File: config.mk
export PLATFORM = sky130hd
export DESIGN_NAME = contador_seq
export DESIGN_NICKNAME = d
export VERILOG_FILES = /design/src/rtl/contador_pkg.sv /design/src/rtl/contador_seq_contador.sv /design/src/rtl/contador_seq.sv
export SDC_FILE = /design/constraint.sdc
export NUM_CORES = 1
export LEC_CHECK = 0
export BUFFER_PORTS_ARGS = -buffer_cell sky130_fd_sc_hd__buf_4
export CORE_MARGIN = 2
export CORE_UTILIZATION = 45
export CTS_CLUSTER_DIAMETER = 50
export DETAILED_ROUTE_END_ITERATION = 10
export MAX_ROUTING_LAYER = met4
export PLACE_DENSITY = 0.7
export RECOVER_POWER = 25
export REMOVE_ABC_BUFFERS = 1
export SYNTH_ARGS = -nofsm -noshare
export SYNTH_HDL_FRONTEND = slang
export SYNTH_SLANG_ARGS = --single-unit
File: constraint.sdc
create_clock -name clk -period 2.05 [get_ports clk]
set_clock_uncertainty 0.15 [all_clocks]
set_input_delay 0.205 -clock clk [delete_from_list [all_inputs] [get_ports clk]]
set_output_delay 0.205 -clock clk [all_outputs]
set_load 0.005 [all_outputs]
File: src/rtl/contador_pkg.sv
// contador_pkg: shared definitions for the contador_seq sweep sequencer.
//   state_t   - sequencer state encoding (IDLE, LOAD, RUN, DWELL, DONE)
//   CNT_W     - counter width in bits
//   DWELL_DEF - default number of cycles the count is held at end_val
package contador_pkg;

    localparam int CNT_W     = 4;
    localparam int DWELL_DEF = 2;

    typedef enum logic [2:0] {
        S_IDLE,
        S_LOAD,
        S_RUN,
        S_DWELL,
        S_DONE
    } state_t;

endpackage

File: src/rtl/contador_seq_contador.sv
// contador: loadable up/down counter, the single count register of the block.
// Ports:
//   clk      in  system clock, rising edge
//   rst      in  synchronous active-high reset, clears the count
//   load     in  load data_in into the count (priority over con)
//   con      in  count enable
//   cup      in  direction: 1 = increment, 0 = decrement
//   data_in  in  CNT_W load value
//   data_out out CNT_W current count
module contador
    import contador_pkg::*;
(
    input  logic             clk,
    input  logic             rst,
    input  logic             load,
    input  logic             con,
    input  logic             cup,
    input  logic [CNT_W-1:0] data_in,
    output logic [CNT_W-1:0] data_out
);

    logic [CNT_W-1:0] r_cnt;

    always_ff @(posedge clk) begin
        if (rst) begin
            r_cnt <= '0;
        end else if (load) begin
            r_cnt <= data_in;
        end else if (con) begin
            r_cnt <= cup ? r_cnt + CNT_W'(1) : r_cnt - CNT_W'(1);
        end
    end

    assign data_out = r_cnt;

endmodule

File: src/rtl/contador_seq.sv
// contador_seq: sweeps one contador from a captured start value to a captured
// end value, holds it there for DWELL cycles and pulses done.
// Optional feature (macro CONTADOR_SEQ_PINGPONG_EN): after the dwell the
// counter sweeps back to the start value before done (no second dwell).
// Parameters:
//   DWELL     cycles the count is held at end_val before completion (0 allowed)
// Ports:
//   clk       in  system clock, rising edge
//   rst       in  synchronous active-high reset
//   start     in  begin a sweep (sampled only in IDLE)
//   abort     in  terminate sweep, return to IDLE, count held
//   pause     in  freeze counting while high (RUN only)
//   start_val in  first count value, captured on accepted start
//   end_val   in  target count value, captured on accepted start
//   count     out current counter value
//   dir       out 1 = counting up, 0 = down
//   busy      out high in every state except IDLE
//   done      out one-cycle completion pulse
module contador_seq
    import contador_pkg::*;
#(
    parameter int DWELL = DWELL_DEF
) (
    input  logic             clk,
    input  logic             rst,
    input  logic             start,
    input  logic             abort,
    input  logic             pause,
    input  logic [CNT_W-1:0] start_val,
    input  logic [CNT_W-1:0] end_val,
    output logic [CNT_W-1:0] count,
    output logic             dir,
    output logic             busy,
    output logic             done
);

    // Dwell counter sized so DWELL-1 fits; at least one bit when DWELL is 0.
    localparam int             DCW        = $clog2(DWELL + 2);
    localparam logic [DCW-1:0] DWELL_LAST = DCW'((DWELL > 0) ? DWELL - 1 : 0);
    localparam bit             HAS_DWELL  = (DWELL > 0);

    state_t           r_state;
    state_t           w_state_nxt;
    logic [CNT_W-1:0] r_start;
    logic [CNT_W-1:0] r_end;
    logic             r_dir;
    logic [DCW-1:0]   r_dwell;

    logic [CNT_W-1:0] w_cnt;
    logic [CNT_W-1:0] w_target;
    logic             w_at_target;
    logic             w_load;
    logic             w_con;

`ifdef CONTADOR_SEQ_PINGPONG_EN
    logic             r_leg;   // 0 = outbound leg, 1 = return leg
    logic             w_turn;
    assign w_target = r_leg ? r_start : r_end;
`else
    assign w_target = r_end;
`endif

    assign w_at_target = (w_cnt == w_target);

    contador u_contador (
        .clk      (clk),
        .rst      (rst),
        .load     (w_load),
        .con      (w_con),
        .cup      (r_dir),
        .data_in  (r_start),
        .data_out (w_cnt)
    );

    always_comb begin
        w_state_nxt = r_state;
        w_load      = 1'b0;
        w_con       = 1'b0;
`ifdef CONTADOR_SEQ_PINGPONG_EN
        w_turn      = 1'b0;
`endif
        case (r_state)
            S_IDLE: begin
                if (start) w_state_nxt = S_LOAD;
            end
            S_LOAD: begin
                w_load      = 1'b1;
                w_state_nxt = S_RUN;
            end
            S_RUN: begin
                if (!w_at_target) begin
                    w_con = ~pause;
`ifdef CONTADOR_SEQ_PINGPONG_EN
                end else if (!r_leg && HAS_DWELL) begin
                    w_state_nxt = S_DWELL;
                end else if (!r_leg) begin
                    w_turn      = 1'b1;
                    w_state_nxt = S_RUN;
`else
                end else if (HAS_DWELL) begin
                    w_state_nxt = S_DWELL;
`endif
                end else begin
                    w_state_nxt = S_DONE;
                end
            end
            S_DWELL: begin
                if (r_dwell == DWELL_LAST) begin
`ifdef CONTADOR_SEQ_PINGPONG_EN
                    w_turn      = 1'b1;
                    w_state_nxt = S_RUN;
`else
                    w_state_nxt = S_DONE;
`endif
                end
            end
            S_DONE: begin
                w_state_nxt = S_IDLE;
            end
            default: begin
                w_state_nxt = S_IDLE;
            end
        endcase

        // Abort overrides every other decision, including reaching target.
        if (abort && (r_state != S_IDLE)) begin
            w_state_nxt = S_IDLE;
            w_load      = 1'b0;
            w_con       = 1'b0;
`ifdef CONTADOR_SEQ_PINGPONG_EN
            w_turn      = 1'b0;
`endif
        end
    end

    always_ff @(posedge clk) begin
        if (rst) begin
            r_state <= S_IDLE;
            r_start <= '0;
            r_end   <= '0;
            r_dir   <= 1'b1;
            r_dwell <= '0;
`ifdef CONTADOR_SEQ_PINGPONG_EN
            r_leg   <= 1'b0;
`endif
        end else begin
            r_state <= w_state_nxt;
            if ((r_state == S_IDLE) && start) begin
                r_start <= start_val;
                r_end   <= end_val;
                r_dir   <= (end_val >= start_val);
`ifdef CONTADOR_SEQ_PINGPONG_EN
                r_leg   <= 1'b0;
`endif
            end
`ifdef CONTADOR_SEQ_PINGPONG_EN
            if (w_turn) begin
                r_leg <= 1'b1;
                r_dir <= ~r_dir;
            end
`endif
            if (r_state == S_DWELL) begin
                r_dwell <= r_dwell + DCW'(1);
            end else begin
                r_dwell <= '0;
            end
        end
    end

    assign count = w_cnt;
    assign dir   = r_dir;
    assign busy  = (r_state != S_IDLE);
    assign done  = (r_state == S_DONE);

endmodule

# After elaboration in Yosys (flattened, before gate mapping)
# Cells that the tools add are included.
dict set report word_totals {
  register_bits 18
  in_bits 13
  output_inout_bits 7
  word_cells 41
}
dict set report op_classes {
  add_sub_neg 3
  order_cmp 1
  n_eq_ne 9
  muxes 12
  bitwise_logic 2
  n_reduce_logical 8
}
# cell count
set ops {}
lappend ops {{2-to-1 mux 4 bit} 3}
lappend ops {{one-hot mux 3 bit (4 select lines)} 1}
lappend ops {{2-to-1 mux 3 bit} 3}
lappend ops {{== test 3 x 2 -> 1 bit (second input constant)} 2}
lappend ops {{inequality test 2 bit (second input constant)} 3}
lappend ops {{2-to-1 mux 1 bit} 5}
lappend ops {{adder 4 x 1 -> 4 bit (second input constant)} 1}
lappend ops {{== test 4 bit} 1}
lappend ops {{>= comparator 4 bit} 1}
lappend ops {{OR reduction 2 bit} 2}
lappend ops {{subtractor 4 x 1 -> 4 bit (second input constant)} 1}
lappend ops {{== test 3 x 1 -> 1 bit (second input constant)} 1}
lappend ops {{== test 3 bit (second input constant)} 1}
lappend ops {{logical NOT 3 bit} 1}
lappend ops {{AND reduction 3 bit} 1}
lappend ops {{nonzero test 3 bit} 1}
lappend ops {{adder 2 x 1 -> 2 bit (second input constant)} 1}
lappend ops {{== test 2 x 1 -> 1 bit (second input constant)} 1}
lappend ops {{logical AND 1 bit} 2}
lappend ops {{NOT 1 bit} 2}
lappend ops {{nonzero test 2 bit} 1}

# Logic depth before layout (Yosys ltp)
dict set report logic_depth {
  word_depth 6
  mapped_depth 7
  mapped_depth_nobuf 7
}

# Cells and area by module
# A second synthesis with hierarchy kept.
dict set report hier_totals {
  cells_unflattened 118
  area_unflattened_um2 1007.2
}
# mod instances cells_each area_per_inst_um2
set modules_own_cells {}
lappend modules_own_cells {contador_seq 1 88 711.9}
lappend modules_own_cells {contador 1 30 295.3}

# Least setup slack after synthesis
# No wires, ideal clock.
dict set report synth_timing {
  path_kind {reg2reg}
  start {register u_contador.r_cnt[0] (netlist: u_contador.data_out[0])}
  end {register u_contador.r_cnt[3] (netlist: u_contador.data_out[3])}
  setup_time_ns 0.103
  arrival_ns 1.877
  required_time_ns 1.797
  setup_slack_ns -0.081
  path_stages_with_launch 7
  cell_sequence {dfxtp_1 -> xor2_1 -> nor4_1 -> or4b_1 -> buf_2 -> mux2_4 -> a2111oi_2}
}
dict set report synth_between {
  elab_chain_cells 5
}
# item line
set synth_lines {}
lappend synth_lines {{from (decl)} contador_seq_contador.sv:22} ;# logic [CNT_W-1:0] r_cnt;
lappend synth_lines {{from (signal assigned)} contador_seq_contador.sv:28} ;# r_cnt <= data_in;
lappend synth_lines {{from (signal assigned)} contador_seq_contador.sv:30} ;# r_cnt <= cup ? r_cnt + CNT_W'(1) : r_cnt - CNT_W'(1);
lappend synth_lines {{branches (longest 5 deep; another with subtractor 4 x 1 -> 4 bit)} -}
# Parallel ways; which one is timed is not known. The select of a mux whose other input is x is not followed.
# A chain may end at the register's enable or synchronous reset.

# Worst setup path after layout
dict set report layout_timing {
  start {register u_contador.r_cnt[1] (netlist: u_contador.data_out[1])}
  end {register u_contador.r_cnt[3] (netlist: u_contador.data_out[3])}
}
# Same word-level chain as after synthesis.

==> impl_metrics.py <==
metrics = {
    "floorplanning": {
        "die-area_um2": 2530,
        "start_util": 0.482,
        "fp.coreArea_um2": 2000,
        "die_w_um": 50.3,
        "die_h_um": 50.3,
        "rows": 16,
        "ios": 20,
    },
    "status": {
        "outcome": "finished, violations left",
        "violations": "hold timing, setup timing",
    },
    "placed_design": {
        "gp_congestion": 0.826,
        "place.port_buffers": 19,
        "placed_area_um2": 1210,
        "place_hpwl_um": 1630,
    },
    "worst_setup_path": {
        "worst-r2r-setup-slack_ns": -0.008,
        "cp-start-kind": "flip-flop",
        "worstSetupPathType": "flip-flop to flip-flop",
        "crit_chain": "buf_4, ha_4, a21o_1, a21oi_2, xnor2_2, mux2_4, a2111oi_4",
        "crit_path_end_kind": "flip-flop",
        "slowest_stage": "dfxtp_2",
        "r2r-start": "u_contador.data_out[1]",
        "reg2regPathDepth": 7,
        "regToRegEndpoint": "u_contador.data_out[3]",
        "cp.arrival_ns": 2.11,
        "cpPeakStageDelay_ns": 0.35,
        "cp.required_ns": 2.10,
        "path_max_fanout": 4,
    },
    "logic_synthesis": {
        "yosysSeqAreaShare": 0.374,
        "yosysWarnings": 0,
        "yosys.area.top_type": "dfxtp_1",
        "syn_area_um2": 965,
        "synth_edf_count": 0,
        "syn_area_per_cell_um2": 8.39,
        "ys.flop_type": "dfxtp_1",
        "yosys.area.top_type_share": 0.374,
        "yosys_register_bits": 18,
        "synthTopCellsByArea": "dfxtp_1 37%, ha_1 9.1%, nand2_1 7.0%",
        "yosys.cell_types.count": 33,
        "syn-instance-count": 115,
        "async_flop_share": 0,
    },
    "sta": {
        "post-route-period-util": 1.00,
        "layout_setup_ws_ns": -0.00836,
        "rsz0062_at_grt": "yes",
        "period_needed_ns": 2.06,
        "final-setup-viol-count": 1,
        "final_max_slew_viol_count": 0,
        "relSlewSlack": 0.752,
        "worstMarginPinSlew_ns": 0.372,
        "max_freq_ghz": 0.486,
        "timing.hold.ws_ns": -0.000812,
        "hold_viol": 1,
    },
    "min_path": {
        "hp-start": "start_val[1]",
        "whs_endpoint": "r_start[1]",
        "hp-class": "input port to flip-flop",
        "hold_depth": 3,
    },
    "final_layout": {
        "fin_area_um2": 1400,
        "fin_util": 0.699,
        "antenna_cells": 0,
        "seq_area_um2": 372,
        "layout_common_cells": "35 x buf_4, 18 x nand2_1, 11 x a21oi_1",
        "nets": 175,
        "drive_above_1_share": 0.386,
        "syn_to_final_growth_pct": 45.0,
        "nFillCells": 152,
        "final_common_cell": "buf_4",
        "multiInputGateArea_um2": 623,
    },
    "clock_tree": {
        "tritoncts": "yes",
        "clkSinkCount": 18,
        "cts_root_buf": "clkbuf_4",
        "h-tree-depth": 1,
        "path_clk_slew_ns": 0.10,
        "numCtsBuffers": 3,
        "clock_path_buffers": 2,
        "clk-insertion-delay-late_ns": 0.30,
    },
    "global_routing": {
        "gr-total-overflow": 0,
        "grt_max_degree": 20,
        "antenna_found_initial": 0,
        "grt_pass1_vias": 846,
        "grt_first_pass_wirelength_um": 3570,
        "grtUsageTotal": 0.194,
    },
    "route": {
        "dr.first_iter.drc_count": 11,
        "drt-vias-per-instance": 5.18,
        "route.vias.total": 933,
        "dr.pass1.iters": 4,
        "drc_errors": 0,
        "routed_wl_um": 2410,
        "wire_per_inst_um": 13.4,
        "ant_nets": 0,
    },
    "run": {
        "timing.max_cap.violations": 0,
    },
    "power": {
        "powerDensity_nw_per_um2": 560,
        "peakVddDrop_mv": 0.417,
        "leakage_uw": 0.000662,
    },
}
## state kept, by name, indices dropped and copies added, names as in the netlist
signal	count
r_end	4
r_start	4
u_contador.data_out	4
r_state	3
r_dwell	2
dir	1
## cells in the mapped netlist (2+ instances only)
master / instances
or3_1: 2
a211oi_1: 2
dfxtp_1: 18
nand2b_1: 3
a21oi_1: 12
ha_1: 7
nand2_1: 18
nor3_1: 5
inv_1: 7
clkbuf_1: 5
o21ai_0: 2
xnor2_1: 2
xor2_1: 5
nor2_1: 6
nor2b_1: 3
## critical path, delay by kind of cell, from the launching register on
| kind | cells | cell delay (ns) |
|---|---|---|
| AOI/OAI and AO/OA | 3 | 0.70 |
| xor gates and xnor gates | 1 | 0.09 |
| adders and majority gates | 1 | 0.23 |
| buffers and inverters | 1 | 0.15 |
| DFF | 1 | 0.35 |
| muxes | 1 | 0.29 |
## what timing repair did
action / 4_1_cts / 5_1_grt
gates resized for setup: 6 / 13
endpoints found under the hold margin: 0 / 3
setup endpoints to repair: 2 / 2
buffers inserted: 0 / 5
pin swaps: 3 / 10
hold buffers: 0 / 3
## through the flow
step                      worst slack (ns)  total power (µW)  std cells  hold slack (ns)  TNS (ns)
after floorplan                    -0.0973               460        109            0.124   -0.0973
after global placement             -0.0260               531        168            0.256   -0.0260
after detailed placement           -0.0320               534        168            0.269   -0.0320
after CTS                           0.0120               757        172          0.00183         0
after global routing               -0.0543               824        180       -0.0000313   -0.0543
final                             -0.00836               783        180        -0.000812  -0.00836
## final cells by class
cell class                 count  share of cell area
clock buffer                   4              0.0259
inverter                       7              0.0188
multi-input combinational     84               0.445
sequential                    18               0.266
tap                           27              0.0242
timing repair buffer          40               0.220
## worst max path at each step
stage	cells past startpoint	slack, ns	start	end
floorplan	5	-0.1	u_contador.data_out[0]	u_contador.data_out[3]
CTS	5	0.01	r_state[2]	u_contador.data_out[2]
global route	7	-0.05	u_contador.data_out[1]	u_contador.data_out[3]
global placement	7	-0.03	u_contador.data_out[1]	u_contador.data_out[3]
finish	7	-0.008	u_contador.data_out[1]	u_contador.data_out[3]
detailed placement	7	-0.03	u_contador.data_out[1]	u_contador.data_out[3]
## cells by family after synthesis
group / share of synthesized area
and+or+nand+nor: 0.246
AOI/OAI and AO/OA: 0.127
DFF: 0.374
buffers and inverters: 0.0519
adders and majority gates: 0.112
xor gates and xnor gates: 0.0636
muxes: 0.0259
## report_power, final
group / switching (µW) / internal (µW) / leakage [µW]
combinational: 83.3 / 92.5 / 0.000490
sequential: 14.0 / 370 / 0.000151
clock: 115 / 108 / 0.0000210
## metal layers
metal / share of wire / track usage
met1: 0.46 / 0.241
met2: 0.49 / 0.309
met3: 0.023 / 0.0268
met4: 0.027 / 0.0946
met5: 0 / -
Note: power is estimated with default switching activity, not from simulation.
